### config.mk
export PLATFORM = sky130hd
export DESIGN_NAME = dac_out_stage
export DESIGN_NICKNAME = d
export VERILOG_FILES = /design/src/rtl/dac_out_pkg.sv /design/src/rtl/dac_out_stage_fifo.sv /design/src/rtl/dac_out_stage.sv
export SDC_FILE = /design/constraint.sdc
export NUM_CORES = 1
export LEC_CHECK = 0
export ABC_AREA = 1
export BUFFER_PORTS_ARGS = -buffer_cell sky130_fd_sc_hd__buf_4
export CAP_MARGIN = 20
export CORE_MARGIN = 1
export CORE_UTILIZATION = 40
export DETAILED_ROUTE_END_ITERATION = 8
export REMOVE_ABC_BUFFERS = 1
export SETUP_SLACK_MARGIN = 0.02
export SLEW_MARGIN = 15
export SYNTH_ARGS = -nofsm -noshare
export SYNTH_HDL_FRONTEND = slang
export SYNTH_SLANG_ARGS = --single-unit
export TNS_END_PERCENT = 30
### constraint.sdc
create_clock -name clk -period 6.3 [get_ports clk]
set_input_delay 0 -clock clk [delete_from_list [all_inputs] [get_ports clk]]
set_output_delay 0 -clock clk [all_outputs]
set_load 0.01 [all_outputs]
### src/rtl/dac_out_pkg.sv
`default_nettype none
// ============================================================================
//  Module   : dac_out_pkg
//  Brief    : Shared types, constants and code conversion for dac_out_stage.
//  Revision : 1.0 - initial release
// ============================================================================
package dac_out_pkg;

  // Two-state output pacing FSM.
  typedef enum logic [0:0] {
    ST_FILL = 1'b0,
    ST_RUN  = 1'b1
  } state_e;

  // Native DAC code width the helper below is written for.
  localparam int DAC_W = 14;

  // Offset-binary midscale: the code that represents 0 V.
  localparam logic [DAC_W-1:0] MIDSCALE_OB = 14'h2000;

  // Signed sample -> DAC code. Offset binary is just the sign bit flipped.
  function automatic logic [DAC_W-1:0] to_dac_code(input logic [DAC_W-1:0] d,
                                                    input logic             fmt_twos);
    if (fmt_twos) begin
      to_dac_code = d;
    end else begin
      to_dac_code = {~d[DAC_W-1], d[DAC_W-2:0]};
    end
  endfunction

endpackage
`default_nettype wire

### src/rtl/dac_out_stage_fifo.sv
`default_nettype none
// ============================================================================
//  Module   : dac_fifo
//  Brief    : DEPTH x W synchronous FIFO, registered storage, no fall-through.
//             Pointers carry one extra wrap bit to tell full from empty.
//  Revision : 1.0 - initial release
// ============================================================================
module dac_fifo #(
  parameter int W     = 14,
  parameter int DEPTH = 8
) (
  input  logic                     clk,
  input  logic                     rst,
  input  logic                     push,
  input  logic [W-1:0]             wr_data,
  input  logic                     pop,
  output logic [W-1:0]             rd_data,
  output logic                     full,
  output logic                     empty,
  output logic [$clog2(DEPTH):0]   level
);

  localparam int AW = $clog2(DEPTH);

  logic [W-1:0] mem_q [DEPTH];
  logic [AW:0]  wr_ptr_q, wr_ptr_d;
  logic [AW:0]  rd_ptr_q, rd_ptr_d;
  logic         w_do_push;
  logic         w_do_pop;

  // Status flags, read port and pointer advance; a push into a full FIFO is
  // only legal when the same cycle frees a slot.
  always_comb begin
    empty     = (wr_ptr_q == rd_ptr_q);
    full      = (wr_ptr_q[AW] != rd_ptr_q[AW]) &&
                (wr_ptr_q[AW-1:0] == rd_ptr_q[AW-1:0]);
    level     = wr_ptr_q - rd_ptr_q;
    rd_data   = mem_q[rd_ptr_q[AW-1:0]];
    w_do_pop  = pop && !empty;
    w_do_push = push && (!full || w_do_pop);
    wr_ptr_d  = w_do_push ? wr_ptr_q + 1'b1 : wr_ptr_q;
    rd_ptr_d  = w_do_pop  ? rd_ptr_q + 1'b1 : rd_ptr_q;
  end

  // Pointer registers; reset discards any buffered content.
  always_ff @(posedge clk) begin
    if (rst) begin
      wr_ptr_q <= '0;
      rd_ptr_q <= '0;
    end else begin
      wr_ptr_q <= wr_ptr_d;
      rd_ptr_q <= rd_ptr_d;
    end
  end

  // Storage array; contents are don't-care until written, so no reset.
  always_ff @(posedge clk) begin
    if (w_do_push) begin
      mem_q[wr_ptr_q[AW-1:0]] <= wr_data;
    end
  end

endmodule
`default_nettype wire

### src/rtl/dac_out_stage.sv
`default_nettype none
// ============================================================================
//  Module   : dac_out_stage
//  Brief    : Buffers modulator samples, paces them to the DAC at
//             (dac_div+1) clocks per update, converts to the DAC code format
//             and flags overflow / underflow. On underflow the last code is
//             held and the FIFO is re-primed to FILL_LVL before resuming.
//  Options  : DAC_OUT_STATS_EN adds saturating ovf/unf event counters.
//  Revision : 1.0 - initial release
// ============================================================================
module dac_out_stage
  import dac_out_pkg::*;
#(
  parameter int W        = 14,
  parameter int DEPTH    = 8,
  parameter int FILL_LVL = 4,
  parameter int DIV_W    = 8
) (
  input  logic                     clk,
  input  logic                     rst,
  input  logic [W-1:0]             i_data,
  input  logic                     val_in,
  input  logic [DIV_W-1:0]         dac_div,
  input  logic                     fmt_twos,
`ifdef DAC_OUT_STATS_EN
  input  logic                     stats_clr,
  output logic [15:0]              ovf_cnt,
  output logic [15:0]              unf_cnt,
`endif
  output logic [W-1:0]             o_dac,
  output logic                     dac_wr,
  output logic                     ovf,
  output logic                     unf,
  output logic [$clog2(DEPTH):0]   level
);

  localparam int LW = $clog2(DEPTH) + 1;

  state_e           state_q, state_d;
  logic [DIV_W-1:0] cnt_q, cnt_d;
  logic [W-1:0]     o_dac_q, o_dac_d;
  logic             dac_wr_q, dac_wr_d;

  logic             w_strobe;
  logic             w_pop;
  logic             w_push;
  logic             w_full;
  logic             w_empty;
  logic             w_fill_ok;
  logic [W-1:0]     w_rd_data;
  logic [W-1:0]     w_code;
  logic [W-1:0]     w_midscale;
  logic [LW-1:0]    w_level;

  dac_fifo #(
    .W     (W),
    .DEPTH (DEPTH)
  ) u_fifo (
    .clk     (clk),
    .rst     (rst),
    .push    (w_push),
    .wr_data (i_data),
    .pop     (w_pop),
    .rd_data (w_rd_data),
    .full    (w_full),
    .empty   (w_empty),
    .level   (w_level)
  );

  // Code conversion: the package helper covers the native 14-bit DAC; other
  // widths use the same sign-flip rule written generically.
  generate
    if (W == DAC_W) begin : g_pkg_conv
      always_comb begin
        w_code     = to_dac_code(w_rd_data, fmt_twos);
        w_midscale = MIDSCALE_OB;
      end
    end else begin : g_generic_conv
      always_comb begin
        w_code     = fmt_twos ? w_rd_data : {~w_rd_data[W-1], w_rd_data[W-2:0]};
        w_midscale = {1'b1, {(W-1){1'b0}}};
      end
    end
  endgenerate

  // Rate counter: free-running 0..dac_div; ">=" keeps it from running the
  // long way round if dac_div is lowered below the current count.
  always_comb begin
    w_strobe = (cnt_q >= dac_div);
    cnt_d    = w_strobe ? '0 : cnt_q + DIV_W'(1);
  end

  // FSM next-state, pop decision and event pulses (ovf/unf are same-cycle).
  always_comb begin
    state_d   = state_q;
    w_pop     = 1'b0;
    unf       = 1'b0;
    w_fill_ok = (w_level >= LW'(FILL_LVL));
    case (state_q)
      ST_FILL: begin
        if (w_strobe && w_fill_ok) begin
          w_pop   = 1'b1;
          state_d = ST_RUN;
        end
      end
      ST_RUN: begin
        if (w_strobe) begin
          if (w_empty) begin
            unf     = 1'b1;
            state_d = ST_FILL;
          end else begin
            w_pop   = 1'b1;
          end
        end
      end
      default: state_d = ST_FILL;
    endcase
    if (rst) begin
      w_pop = 1'b0;
      unf   = 1'b0;
    end
    w_push = val_in && !rst && (!w_full || w_pop);
    ovf    = val_in && !rst && w_full && !w_pop;
  end

  // Output register next values: a new code only on a pop, otherwise hold.
  always_comb begin
    o_dac_d  = o_dac_q;
    dac_wr_d = w_pop;
    if (w_pop) begin
      o_dac_d = w_code;
    end
  end

  // State, counter and output registers; reset parks the DAC at midscale of
  // whichever format is selected at that time.
  always_ff @(posedge clk) begin
    if (rst) begin
      state_q  <= ST_FILL;
      cnt_q    <= '0;
      o_dac_q  <= fmt_twos ? '0 : w_midscale;
      dac_wr_q <= 1'b0;
    end else begin
      state_q  <= state_d;
      cnt_q    <= cnt_d;
      o_dac_q  <= o_dac_d;
      dac_wr_q <= dac_wr_d;
    end
  end

  assign o_dac  = o_dac_q;
  assign dac_wr = dac_wr_q;
  assign level  = w_level;

`ifdef DAC_OUT_STATS_EN
  logic [15:0] ovf_cnt_q, ovf_cnt_d;
  logic [15:0] unf_cnt_q, unf_cnt_d;

  // Saturating bump; a clear in the same cycle as an event leaves 1.
  function automatic logic [15:0] stat_next(input logic [15:0] cur,
                                            input logic        clr,
                                            input logic        evt);
    logic [15:0] base;
    base = clr ? 16'h0000 : cur;
    if (evt && (base != 16'hFFFF)) begin
      stat_next = base + 16'h0001;
    end else begin
      stat_next = base;
    end
  endfunction

  // Event counter next values.
  always_comb begin
    ovf_cnt_d = stat_next(ovf_cnt_q, stats_clr, ovf);
    unf_cnt_d = stat_next(unf_cnt_q, stats_clr, unf);
  end

  // Event counter registers.
  always_ff @(posedge clk) begin
    if (rst) begin
      ovf_cnt_q <= '0;
      unf_cnt_q <= '0;
    end else begin
      ovf_cnt_q <= ovf_cnt_d;
      unf_cnt_q <= unf_cnt_d;
    end
  end

  assign ovf_cnt = ovf_cnt_q;
  assign unf_cnt = unf_cnt_q;
`endif

endmodule
`default_nettype wire
# Word level (Yosys, flattened, before mapping)
# Memory sizes are Yosys's and may differ from the RTL's. A register that Yosys moved wholly into a read port is not among the register bits.
# Cells that the tools add are included.
# classes
eq_ne	3
n_mux	19
add_sub_neg	4
n_reduce_logical	16
magnitude_cmp	2
n_bitwise	2
# ops
operator	n
14-bit two-way mux	4
1-bit two-way mux	11
4-bit by 1-bit adder with 4-bit output, second input constant	2
8-bit by 1-bit adder with 8-bit output, second input constant	1
8-bit >= comparator	1
1-bit logical AND	8
3-bit two-way mux	2
4-bit == test	1
4-bit by 3-bit >= comparator with 1-bit output, second input constant	1
1-bit logical NOT	4
1-bit one-hot mux with 2 select lines	2
4-bit subtractor	1
3-bit == test	1
1-bit logical OR	2
1-bit NOT	2
2-bit nonzero test	1
2-bit OR reduction	1
1-bit inequality test	1
# totals
elab_cells	53
mem_count	1
ram_bits	112
out_inout_bits	21
reg_bits	32
inputBits	26
# memory_table
name	words	word_bits	rd	rd_clocked_by_memory_dff	wr	line	text
u_fifo.mem_q	8	14	1	1	1	dac_out_stage_fifo.sv:25	logic [W-1:0] mem_q [DEPTH];

# Logic depth before layout (Yosys ltp)
# Gate-level depths: netlist (run 1).
# logic_depth
word_depth	11
depth_mapped	14
mapped_depth_nobuf	14

# Hierarchy
# Synthesis (run 1) repeated with hierarchy kept, for this count alone.
# hier_totals
cells_unflattened	551
hier_area_um2	6374.9
# by_module_without_submodules
mod	n_inst	area_each_um2	cells_each
dac_fifo	1	5143.7	414
dac_out_stage	1	1231.2	137

# Worst setup path after synthesis (run 1)
# OpenSTA, ideal clock, no wires.
# synth_path
path_type	register to register
from	register u_fifo.wr_ptr_q[0]
to	memory u_fifo.mem_q[2][0], enable pin
stages_incl_launch_ff	12
path_buffers	0
t_arrival_ns	2.771
setup_ns	0.403
path_slack_ns	3.126
path_cell_list	dfxtp_1 -> inv_1 -> ha_1 -> inv_1 -> fa_1 -> xor2_1 -> nor2_1 -> nand3_2 -> nand3_2 -> nand2_4 -> nand2_4 -> nor3_1
# synth_via
elab_chain_len	11
elab_cells_between_ends	20
classes_between	1 x add/sub; 1 x order compare; 2 x eq/ne; 7 x mux; 9 x reduce/logical
# synth_rtl
item	line	text
from (decl)	dac_out_stage_fifo.sv:26	logic [AW:0] wr_ptr_q, wr_ptr_d;
from (signal assigned)	dac_out_stage_fifo.sv:51	wr_ptr_q <= wr_ptr_d;
4-bit subtractor *	dac_out_stage_fifo.sv:37	level = wr_ptr_q - rd_ptr_q;
net level[2]	dac_out_stage.sv:34	output logic [$clog2(DEPTH):0] level
4-bit by 3-bit >= comparator with 1-bit output *	dac_out_stage.sv:98	w_fill_ok = (w_level >= LW'(FILL_LVL));
1-bit logical AND *	dac_out_stage.sv:101	if (w_strobe && w_fill_ok) begin
1-bit two-way mux *	dac_out_stage.sv:101	
1-bit one-hot mux with 2 select lines *	dac_out_stage.sv:99	case (state_q)
1-bit two-way mux *	dac_out_stage.sv:118	if (rst) begin
1-bit logical OR or 1-bit logical AND (tied branches)	dac_out_stage.sv:122, dac_out_stage_fifo.sv:39	
1-bit logical AND or 1-bit logical OR (tied branches)	dac_out_stage.sv:122, dac_out_stage_fifo.sv:40	
1-bit logical AND *	dac_out_stage_fifo.sv:40	w_do_push = push && (!full || w_do_pop);
1-bit two-way mux *	dac_out_stage_fifo.sv:58	if (w_do_push) begin
1-bit two-way mux (not written as such) *	dac_out_stage_fifo.sv:59	mem_q[wr_ptr_q[AW-1:0]] <= wr_data;
to (decl)	dac_out_stage_fifo.sv:25	
# Mark *: on every way through the listed nets, which the timed path passes. The rest lies on a longest branch.

# Final worst setup path (run 1)
# layout_path
from	register u_fifo.wr_ptr_q[0]
to	memory u_fifo.mem_q[3][1], enable pin
# layout_via
elab_chain_len	11
elab_cells_between_ends	20
classes_between	1 x add/sub; 1 x order compare; 2 x eq/ne; 7 x mux; 9 x reduce/logical
# layout_rtl
item	line
4-bit subtractor	dac_out_stage_fifo.sv:37
4-bit by 3-bit >= comparator with 1-bit output	dac_out_stage.sv:98
1-bit logical AND	dac_out_stage.sv:101
1-bit two-way mux	dac_out_stage.sv:101
1-bit one-hot mux with 2 select lines	dac_out_stage.sv:99
1-bit two-way mux	dac_out_stage.sv:118
1-bit logical OR or 1-bit logical AND (tied branches)	dac_out_stage.sv:122, dac_out_stage_fifo.sv:39
1-bit logical AND or 1-bit logical OR (tied branches)	dac_out_stage.sv:122, dac_out_stage_fifo.sv:40
1-bit logical AND	dac_out_stage_fifo.sv:40
1-bit two-way mux	dac_out_stage_fifo.sv:58
1-bit two-way mux (not written as such)	dac_out_stage_fifo.sv:59
# Parallel ways exist; a longest one is shown, timed or not.

==> metrics, run 1 <==
final WL 12.6 mm; Boundary Pins 47; Yosys reg bits approximately 150; core box area 14,700 sq um; Leakage 2.76 nW; DRT antenna net count 0; Cells after DPL ~730; GRT overflow 0; placed wire-length estimate 7.42 mm; Initial Utilization 41.5%; CTS buffer count 17; Yosys warnings 0; Setup Skew between 0.008 and 0.009 ns; TritonCTS clock tree done; sequential area share after synthesis roughly 69%; ANT cells 0; post-CTS setup buffer count 0; latest clock arrival within the worst-skew pair 0.42 ns; outcome finished, final reports clean; RR Startpoint u_fifo.wr_ptr_q[0]$_SDFFE_PP0P_; Netlist cell types 34; count of non-filler cells in the finished layout a little under 800; Syn Area/Cell approximately 12 sq um; CP endpoint kind register; Fmax between 300 and 400 MHz; largest net degree at the start of global routing 58; Max-slew headroom 35.3%; worst-margin pin slew approximately 0.97 ns; Via density 5.17; vias in the first global route 3,773; wire length per cell about 16 microns; die width 125 microns; share of layout cells above drive strength 1 18.8%; clk buf depth 2; critical path class reg2reg; minimum clock period just over 3 ns; min-delay worst type in2reg; number of max-cap violations 0; Hold Vio Cnt, Final 0; Area Growth Syn to Fin 21.7%; Placer Congestion around 0.81; PortBufs 46; Cell Pwr Density 295 nW/um^2; via count approximately 4,000; Root Driver clkbuf_16; hold path depth 5; DR pass1 iterations 6; Crit. Startpoint u_fifo.wr_ptr_q[0]$_SDFFE_PP0P_; Final Max Tran Viols 0; H-tree levels 4; hold path startpoint val_in; Worst Path Arrival 3.24 ns; Clk pin slew, worst setup/hold paths about 0.060 ns; die extent in y 125 microns; first-pass GRT wire length 20.0 mm; post-route clock period utilization 49.4%; Critical Path RT 6.43 ns; r2r worst-path depth 12; starting DRC count in detailed routing 230; initial antenna violation count 0; Worst IR Drop VDD 212 uV; peak fanout along the critical path 8; setup TNS 0 ns; setup violators final 0; GRT Resource Usage Total 17.1%; TritonCTS Sinks 147; row cnt 44; Setup crit start kind register; Cell Area, Synth 6090 sq um; drt drc 0; die area 15,700 sq um; Gate Count Post-Synth 508; final-stage net count 618; unrepaired setup endpoints after global routing false
per-stage QoR:
stage               hold slack [ns]  cell area, sq um  utilization [%]  setup WS (ns)  power [mW]
floorplan                    0.0475              6000                -           3.13        1.15
global placement              0.237              6670             45.4           3.30        1.19
detailed placement            0.240              6670             45.4           3.19        1.19
CTS                          0.0863              7420             50.5           3.17        2.21
global route                  0.131              7420             50.5           2.98        2.26
finish                        0.102              7420             50.5           3.19        2.18
path summary, 6_finish.rpt:
path	to	slack [ns]
setup / recovery	u_fifo.mem_q[3][1]$_DFFE_PP_	3.19
hold / removal	u_fifo.wr_ptr_q[1]$_SDFFE_PP0P_	0.10
setup reg to reg	u_fifo.mem_q[3][1]$_DFFE_PP_	3.19
hold reg to reg	cnt_q[0]$_SDFF_PP0_	0.49
routing by layer:
metal  GRT usage (%)  vias to the layer above  routed length, microns
li1                -                     1954                       -
met1            21.4                     1921                    5620
met2            28.1                      107                    6090
met5               0                        -                       0
met4            7.89                        0                     289
met3            4.07                       23                     583
critical path, stage by stage, from the launching register on:
cell and delay [ns]:
dfxtp_1 0.40, inv_1 0.12, ha_1 0.14, inv_1 0.06
fa_1 0.37, xor2_1 0.23, nor2_1 0.08, nand3_2 0.11
nand3_2 0.13, nand2_4 0.14, nand3_2 0.10, nor2_1 0.63
buf_4 0.30
final cells by class:
| class | count | area, sq um |
|---|---|---|
| clock buffer | 19 | 433 |
| clock inverter | 13 | 158 |
| fill | 1292 | 7280 |
| inverter | 32 | 121 |
| multi-input combinational | 307 | 1690 |
| sequential | 147 | 4200 |
| tap | 184 | 230 |
| timing repair buffer | 72 | 581 |
sequential cells by signal, indices dropped and copies added (netlist names), named ones only:
register	cells
state_q	1
u_fifo.mem_q	112
dac_wr	1
cnt_q	8
u_fifo.rd_ptr_q	4
o_dac	14
u_fifo.wr_ptr_q	4
cells in the final DEF (no fill, tap or decap), drive strengths merged, types with 9 or more instances in the layout:
cell         instances
dfxtp               21
nor2               102
buf                 56
edfxtp             126
clkbuf              19
a21oi               10
dlygate4sd3         16
xor2                 9
a31oi               13
ha                  14
o22ai               13
nand2               35
inv                 33
nand3               20
o21ai               71
cells in the mapped netlist (all sizes together):
library cell	count	area [sq um]
buf	8	40.0
a21o	1	7.51
nor2	102	390
nand4	5	31.3
o22ai	13	81.3
xnor2	1	8.76
a31oi	13	81.3
fa	1	20.0
clkinv	2	8.75
clkbuf	14	52.6
nor3	5	30.0
nand3b	1	7.51
o221ai	2	17.5
nand2	35	169
a21oi	10	57.6
edfxtp	126	3780
inv	30	113
or2	2	12.5
nor4	1	21.3
xor2	9	78.8
o2111a	1	11.3
o21ai	71	355
dfxtp	21	420
nand3	20	120
ha	14	175
power breakdown:
group	switching [mW]	internal, mW	total [mW]	leakage [nW]
Clock	0.383	0.622	1.00	0.283
Combinational	0.0556	0.0416	0.0972	1.15
Sequential	0.00850	1.07	1.08	1.32
Total	0.447	1.74	2.18	2.76
cells by family after synthesis:
kind of cell	share of synthesized area, %
xor+xnor	1.44
buf+inv	3.51
compound gates	10.0
fa+ha+maj	3.20
simple gates	12.8
flops	69.0
repair_timing:
| item | CTS | global route |
|---|---|---|
| hold buffers | 16 | 0 |
| gates resized for setup | 0 | 0 |
| hold endpoints to repair | 121 | 0 |
Power figures use the tool's default switching activity.
==> inputs of run 2 (changes only) <==
==> constraint.sdc (replaced) <==
create_clock -name clk -period 2.85 [get_ports clk]
set_input_delay 0 -clock clk [delete_from_list [all_inputs] [get_ports clk]]
set_output_delay 0 -clock clk [all_outputs]
set_load 0.01 [all_outputs]
==> run 2 against run 1 <==
Worst hold slack got worse by 0.028 ns. First-iteration DRC count up 54%. Sequential power increased by 120%. Cell count increased by 0.26%. Routed wire length is 14% higher. Clock-buffer cell count down 2. Global-route usage is 2.2 points higher. Clock power is 130% higher. Sequential share of layout area decreased by 0.37 points. Die area is the same.
==> metrics, run 2 (synthesis results as in run 1) <==
Cell Pwr Density 661 nW/um^2 (+120%); Setup crit start kind register; placed wire-length estimate 9.25 mm (+25%); count of non-filler cells in the finished layout 776 (+0.26%); share of layout cells above drive strength 1 19.6% (+0.78 points); DP Worst Slack 0.371 ns (-2.82 ns); Hold Path End u_fifo.wr_ptr_q[1]$_SDFFE_PP0P_; ANT cells 0 (unchanged); hold path startpoint val_in; Crit. Startpoint u_fifo.rd_ptr_q[0]$_SDFFE_PP0N_; highest-count cells in the layout ignoring fill and taps 126 x edfxtp_1, 101 x nor2_1, 67 x o21ai_0; GRT Resource Usage Total 19.3% (+2.2 points); Critical Path RT 2.96 ns (-3.47 ns); minimum clock period 2.51 ns (-0.605 ns); final-stage net count 622 (+0.65%); Via density 5.32 (+2.7%); Leakage 2.78 nW (+1.0%); Final Hold Slack 0.0744 ns (-0.0277 ns); Cells after DPL 730 (+0.55%); number of max-cap violations 0 (unchanged); post-CTS setup buffer count 0 (unchanged); flop2flop setup slack 0.34 ns (-2.85 ns); TritonCTS Sinks 147 (unchanged); starting DRC count in detailed routing 355 (+54%); outcome finished, final reports clean; Comb pwr share 4.7% (+0.3 points); Worst IR Drop VDD 417 uV (+97%); die area 15,700 sq um (unchanged); H-tree levels 4 (unchanged); drt drc 0 (unchanged); post-cts gate resize count 0 (unchanged); initial antenna violation count 0 (unchanged); Final WS setup 0.343 ns (-2.85 ns); peak fanout along the critical path 14 (+6); Area Growth Syn to Fin 22.5%; Initial Utilization 41.5% (unchanged); CTS buffer count 17 (unchanged); CP endpoint kind register; max FFs per register 112 (unchanged); r2r worst-path depth 11 (-1); setup violators final 0 (unchanged); cts hold-fix bufs 16 (unchanged); clk buf depth 2 (unchanged); sequential power share 48.4% (-1.2 points); Worst Path Arrival 2.61 ns (-0.63 ns); row cnt 44 (unchanged); Clock power frac 46.9% (+0.9 points); Root Driver clkbuf_16; Hold Vio Cnt, Final 0 (unchanged); setup TNS 0 ns (unchanged); switch share 20.6% (+0.10 points); die extent in y 125 microns (unchanged); wire length per cell 18.5 microns (+14%); core box area 14,700 sq um (unchanged); Max-slew headroom 44.5% (+9.2 points); worst-margin pin slew 0.827 ns (-0.143 ns); Placer Congestion 0.811 (-0.11%); Final Max Tran Viols 0 (unchanged); crit path cell chain ha_1 > inv_1 > fa_1 > xor2_1 > nor2_1 > nand3_2 > nand3_2 > nand2_4 > nand2_4 > nor3_2 > buf_4; RR Startpoint u_fifo.rd_ptr_q[0]$_SDFFE_PP0N_; GRT overflow 0 (unchanged); final WL 14.4 mm (+14%); min-delay worst type in2reg; slowest stage delay, CP 0.43 ns (-0.20 ns); Setup Skew 0.0138 ns (+0.00569 ns); DR pass1 iterations 7 (+1); NetSw 1.02 mW (+130%); largest net degree at the start of global routing 57 (-1.7%); via count 4,125 (+3.0%); critical path class reg2reg; hold path depth 5 (unchanged); latest clock arrival within the worst-skew pair 0.43 ns (about the same); final core utilization 50.8% (+0.33 points); Fmax 399 MHz (+24%); Boundary Pins 47 (unchanged); DRT antenna net count 0 (unchanged); unrepaired setup endpoints after global routing false; CP max stage cell dfxtp_1; reg2reg end u_fifo.mem_q[4][13]$_DFFE_PP_; TritonCTS clock tree done; Clk pin slew, worst setup/hold paths 0.06 ns (about the same); Pint 3.92 mW (+130%); first-pass GRT wire length 21.9 mm (+9.6%); most common cell after layout, fill and taps aside edfxtp_1; vias in the first global route 3,776 (+0.080%); post-route clock period utilization 88.0% (+39 points); die width 125 microns (unchanged); PortBufs 46 (unchanged)
run 2: cell type report:
| type | count | area [sq um] |
|---|---|---|
| clock inverter | 13 | 184 |
| tap | 184 | 230 |
| clock buffer | 17 | 425 |
| inverter | 32 | 121 |
| multi-input combinational | 307 | 1690 |
| sequential | 147 | 4200 |
| fill | 1267 | 7230 |
| timing repair buffer | 76 | 611 |
run 2: through the flow:
step | power, mW | area [sq um]
3_5_place_dp | 2.66 | 6700
5_1_grt | 5.08 | 7470
4_1_cts | 4.96 | 7470
2_1_floorplan | 2.53 | 6000
3_3_place_gp | 2.65 | 6700
6_report | 4.94 | 7470
run 2: worst max-delay path, delay by kind of cell (launching register included):
| family | cells | cell delay [ns] |
|---|---|---|
| AND/OR/NAND/NOR | 6 | 0.68 |
| adder cells (fa/ha/maj) | 2 | 0.56 |
| flip-flops | 1 | 0.43 |
| buffers and inverters | 2 | 0.31 |
| XOR/XNOR | 1 | 0.19 |
run 2: power by group through the flow:
stage | Clock, mW | Combinational, mW | Sequential, mW
after floorplan | 0 | 0.0898 | 2.44
after global placement | 0 | 0.215 | 2.44
after detailed placement | 0 | 0.219 | 2.44
after CTS | 2.33 | 0.238 | 2.39
after global routing | 2.43 | 0.259 | 2.39
final | 2.31 | 0.233 | 2.39
run 2: worst max-delay path by stage:
stage                                    end  slack, ns  depth (start not counted)
2_1_floorplan   u_fifo.mem_q[2][0]$_DFFE_PP_      -0.32                         11
3_3_place_gp    u_fifo.mem_q[3][4]$_DFFE_PP_       0.44                         11
3_5_place_dp   u_fifo.mem_q[4][13]$_DFFE_PP_       0.37                         11
4_1_cts         u_fifo.mem_q[3][3]$_DFFE_PP_       0.35                         11
5_1_grt        u_fifo.mem_q[4][13]$_DFFE_PP_       0.13                         11
6_report       u_fifo.mem_q[4][13]$_DFFE_PP_       0.34                         11
run 2: routing by layer:
| layer | routed length [microns] | GRT usage, % |
|---|---|---|
| met4 | 132 | 7.39 |
| met1 | 6660 | 27.4 |
| met2 | 6640 | 28.4 |
| met3 | 938 | 5.01 |
| met5 | 0 | 0 |
==> inputs of run 3 (changes only) <==
--- a/config.mk
+++ b/config.mk
@@ -8,13 +8,16 @@
 export ABC_AREA = 1
 export BUFFER_PORTS_ARGS = -buffer_cell sky130_fd_sc_hd__buf_4
 export CAP_MARGIN = 20
+export CELL_PAD_IN_SITES_DETAIL_PLACEMENT = 0
+export CELL_PAD_IN_SITES_GLOBAL_PLACEMENT = 1
 export CORE_MARGIN = 1
 export CORE_UTILIZATION = 40
 export DETAILED_ROUTE_END_ITERATION = 8
+export PLACE_DENSITY_LB_ADDON = 0.1
 export REMOVE_ABC_BUFFERS = 1
 export SETUP_SLACK_MARGIN = 0.02
 export SLEW_MARGIN = 15
 export SYNTH_ARGS = -nofsm -noshare
 export SYNTH_HDL_FRONTEND = slang
 export SYNTH_SLANG_ARGS = --single-unit
-export TNS_END_PERCENT = 30
+export TNS_END_PERCENT = 100
==> constraint.sdc (replaced) <==
create_clock -name clk -period 2.85 [get_ports clk]
set_input_delay 0 -clock clk [delete_from_list [all_inputs] [get_ports clk]]
set_output_delay 0 -clock clk [all_outputs]
set_load 0.005 [all_outputs]
==> run 3 against run 2 <==
Sequential share of layout area is 0.28 points lower. Global-route usage shrank 1.5 points. Cell count up 0.39%. Maximum frequency is 3.9% lower. Critical path type unchanged.
==> metrics, run 3 (synthesis results as in run 1) <==
outcome finished, final reports clean; most common cell after layout, fill and taps aside edfxtp_1; slowest stage delay, CP 0.41 ns (-0.02 ns); max FFs per register 112 (unchanged); CP endpoint kind register; Clk pin slew, worst setup/hold paths 0.06 ns (about the same); die extent in y 125 microns (unchanged); post-route clock period utilization 91.5% (+3.6 points); Root Driver clkbuf_16; Initial Utilization 41.5% (unchanged); number of max-cap violations 0 (unchanged); latest clock arrival within the worst-skew pair 0.42 ns (about the same); peak fanout along the critical path 10 (-4); delay-heaviest family, CP simple AND/OR/NAND/NOR gates; Boundary Pins 47 (unchanged); largest net degree at the start of global routing 38 (-33%); DRT antenna net count 0 (unchanged); Worst IR Drop VDD 400 uV (-4.1%); core box area 14,700 sq um (unchanged); final WL 13.1 mm (-8.9%); Worst Path Arrival 2.73 ns (+0.12 ns); clk buf depth 2 (unchanged); crit path cell chain inv_1 > ha_1 > inv_1 > fa_1 > xor2_1 > nor2_1 > nand3_2 > nand3_2 > nand2_4 > nand2_4 > nor3_2 > buf_4; Fmax 383 MHz (-3.9%); GRT Resource Usage Total 17.9% (-1.5 points); setup violators final 0 (unchanged); wire length per cell 16.8 microns (-9.2%); row cnt 44 (unchanged); ANT cells 0 (unchanged); via count 3,938 (-4.5%); Area Growth Syn to Fin 23.2%; Setup crit start kind register; CP Buf/Inv Count 3 (+1); PortBufs 46 (unchanged); minimum clock period 2.61 ns (+0.101 ns); TritonCTS clock tree done; overall power 4.87 mW (-1.5%); critical path class reg2reg; highest-count cells in the layout ignoring fill and taps 126 x edfxtp_1, 101 x nor2_1, 67 x o21ai_0; drt drc 0 (unchanged); unrepaired setup endpoints after global routing false; # fillers 1,327 (+4.7%); final-stage net count 624 (+0.32%); starting DRC count in detailed routing 333 (-6.2%); post-CTS setup buffer count 0 (unchanged); initial antenna violation count 0 (unchanged); setup TNS 0 ns (unchanged); CP max stage cell dfxtp_1; share of layout cells above drive strength 1 19.8% (+0.24 points); TritonCTS Sinks 147 (unchanged); worst-margin pin slew 0.869 ns (+0.0417 ns); Via density 5.06 (-4.9%); DR pass1 iterations 6 (-1); CTS buffer count 17 (unchanged); Final Max Tran Viols 0 (unchanged); GRT overflow 0 (unchanged); Hold Vio Cnt, Final 0 (unchanged); Cell Pwr Density 648 nW/um^2 (-2.0%); Leakage 2.81 nW (+1.0%); H-tree levels 4 (unchanged); placed wire-length estimate 8.56 mm (-7.5%); die area 15,700 sq um (unchanged); die width 125 microns (unchanged); vias in the first global route 3,825 (+1.3%); Placer Congestion 0.805 (-0.78%); Setup Skew 0.00979 ns (-0.00404 ns); Critical Path RT 2.97 ns (about the same); Max-slew headroom 42.0% (-2.5 points); first-pass GRT wire length 20.7 mm (-5.7%); min-delay worst type in2reg
## run 3: final cells by class
type	instances	area [sq um]	area share [%]
Tap cell	184	230	3.07
Timing Repair Buffer	78	663	8.83
Multi-Input combinational cell	307	1690	22.5
Clock buffer	18	429	5.72
Clock inverter	13	166	2.22
Sequential cell	147	4210	56.0
Inverter	32	121	1.62
## run 3: layer usage
| layer | share of wire [%] | global-route usage, % |
|---|---|---|
| met5 | 0 | 0 |
| met3 | 3.1 | 3.89 |
| met1 | 50 | 24.5 |
| met2 | 46 | 27.3 |
| met4 | 1.3 | 7.75 |
## run 3: per-stage QoR
stage	instance area (sq um)	hold WS (ns)	utilization, %	std cells	setup slack [ns]
global route	7510	0.0940	51.1	779	0.0693
CTS	7510	0.0517	51.1	779	0.224
global placement	6750	0.246	45.9	732	0.332
finish	7510	0.0782	51.1	779	0.241
detailed placement	6750	0.254	45.9	732	0.250
floorplan	6000	0.0311	-	486	-0.237
## run 3: tightest hold or removal path, delay by kind of cell
| family | cells | cell delay (ns) |
|---|---|---|
| buffers and inverters | 2 | 0.17 |
| and+or+nand+nor | 3 | 0.30 |
## run 3: where the power goes
group | switching [mW] | internal [mW]
clock | 0.811 | 1.44
combinational | 0.124 | 0.0964
sequential | 0.0181 | 2.37
## run 3: path summary, 6_finish.rpt
kind	from	to	slack, ns	cells after the start
worst max-delay path	u_fifo.wr_ptr_q[0]$_SDFFE_PP0P_	u_fifo.mem_q[4][5]$_DFFE_PP_	0.24	12
worst min-delay path	val_in	u_fifo.wr_ptr_q[1]$_SDFFE_PP0P_	0.08	5
worst max register to register	u_fifo.wr_ptr_q[0]$_SDFFE_PP0P_	u_fifo.mem_q[4][5]$_DFFE_PP_	0.24	12
worst min register to register	cnt_q[0]$_SDFF_PP0_	cnt_q[0]$_SDFF_PP0_	0.48	1
## run 3: what timing repair did
item	in CTS	in global routing
resized for setup	0	0
hold buffers	16	0
endpoints found under the hold margin	119	0
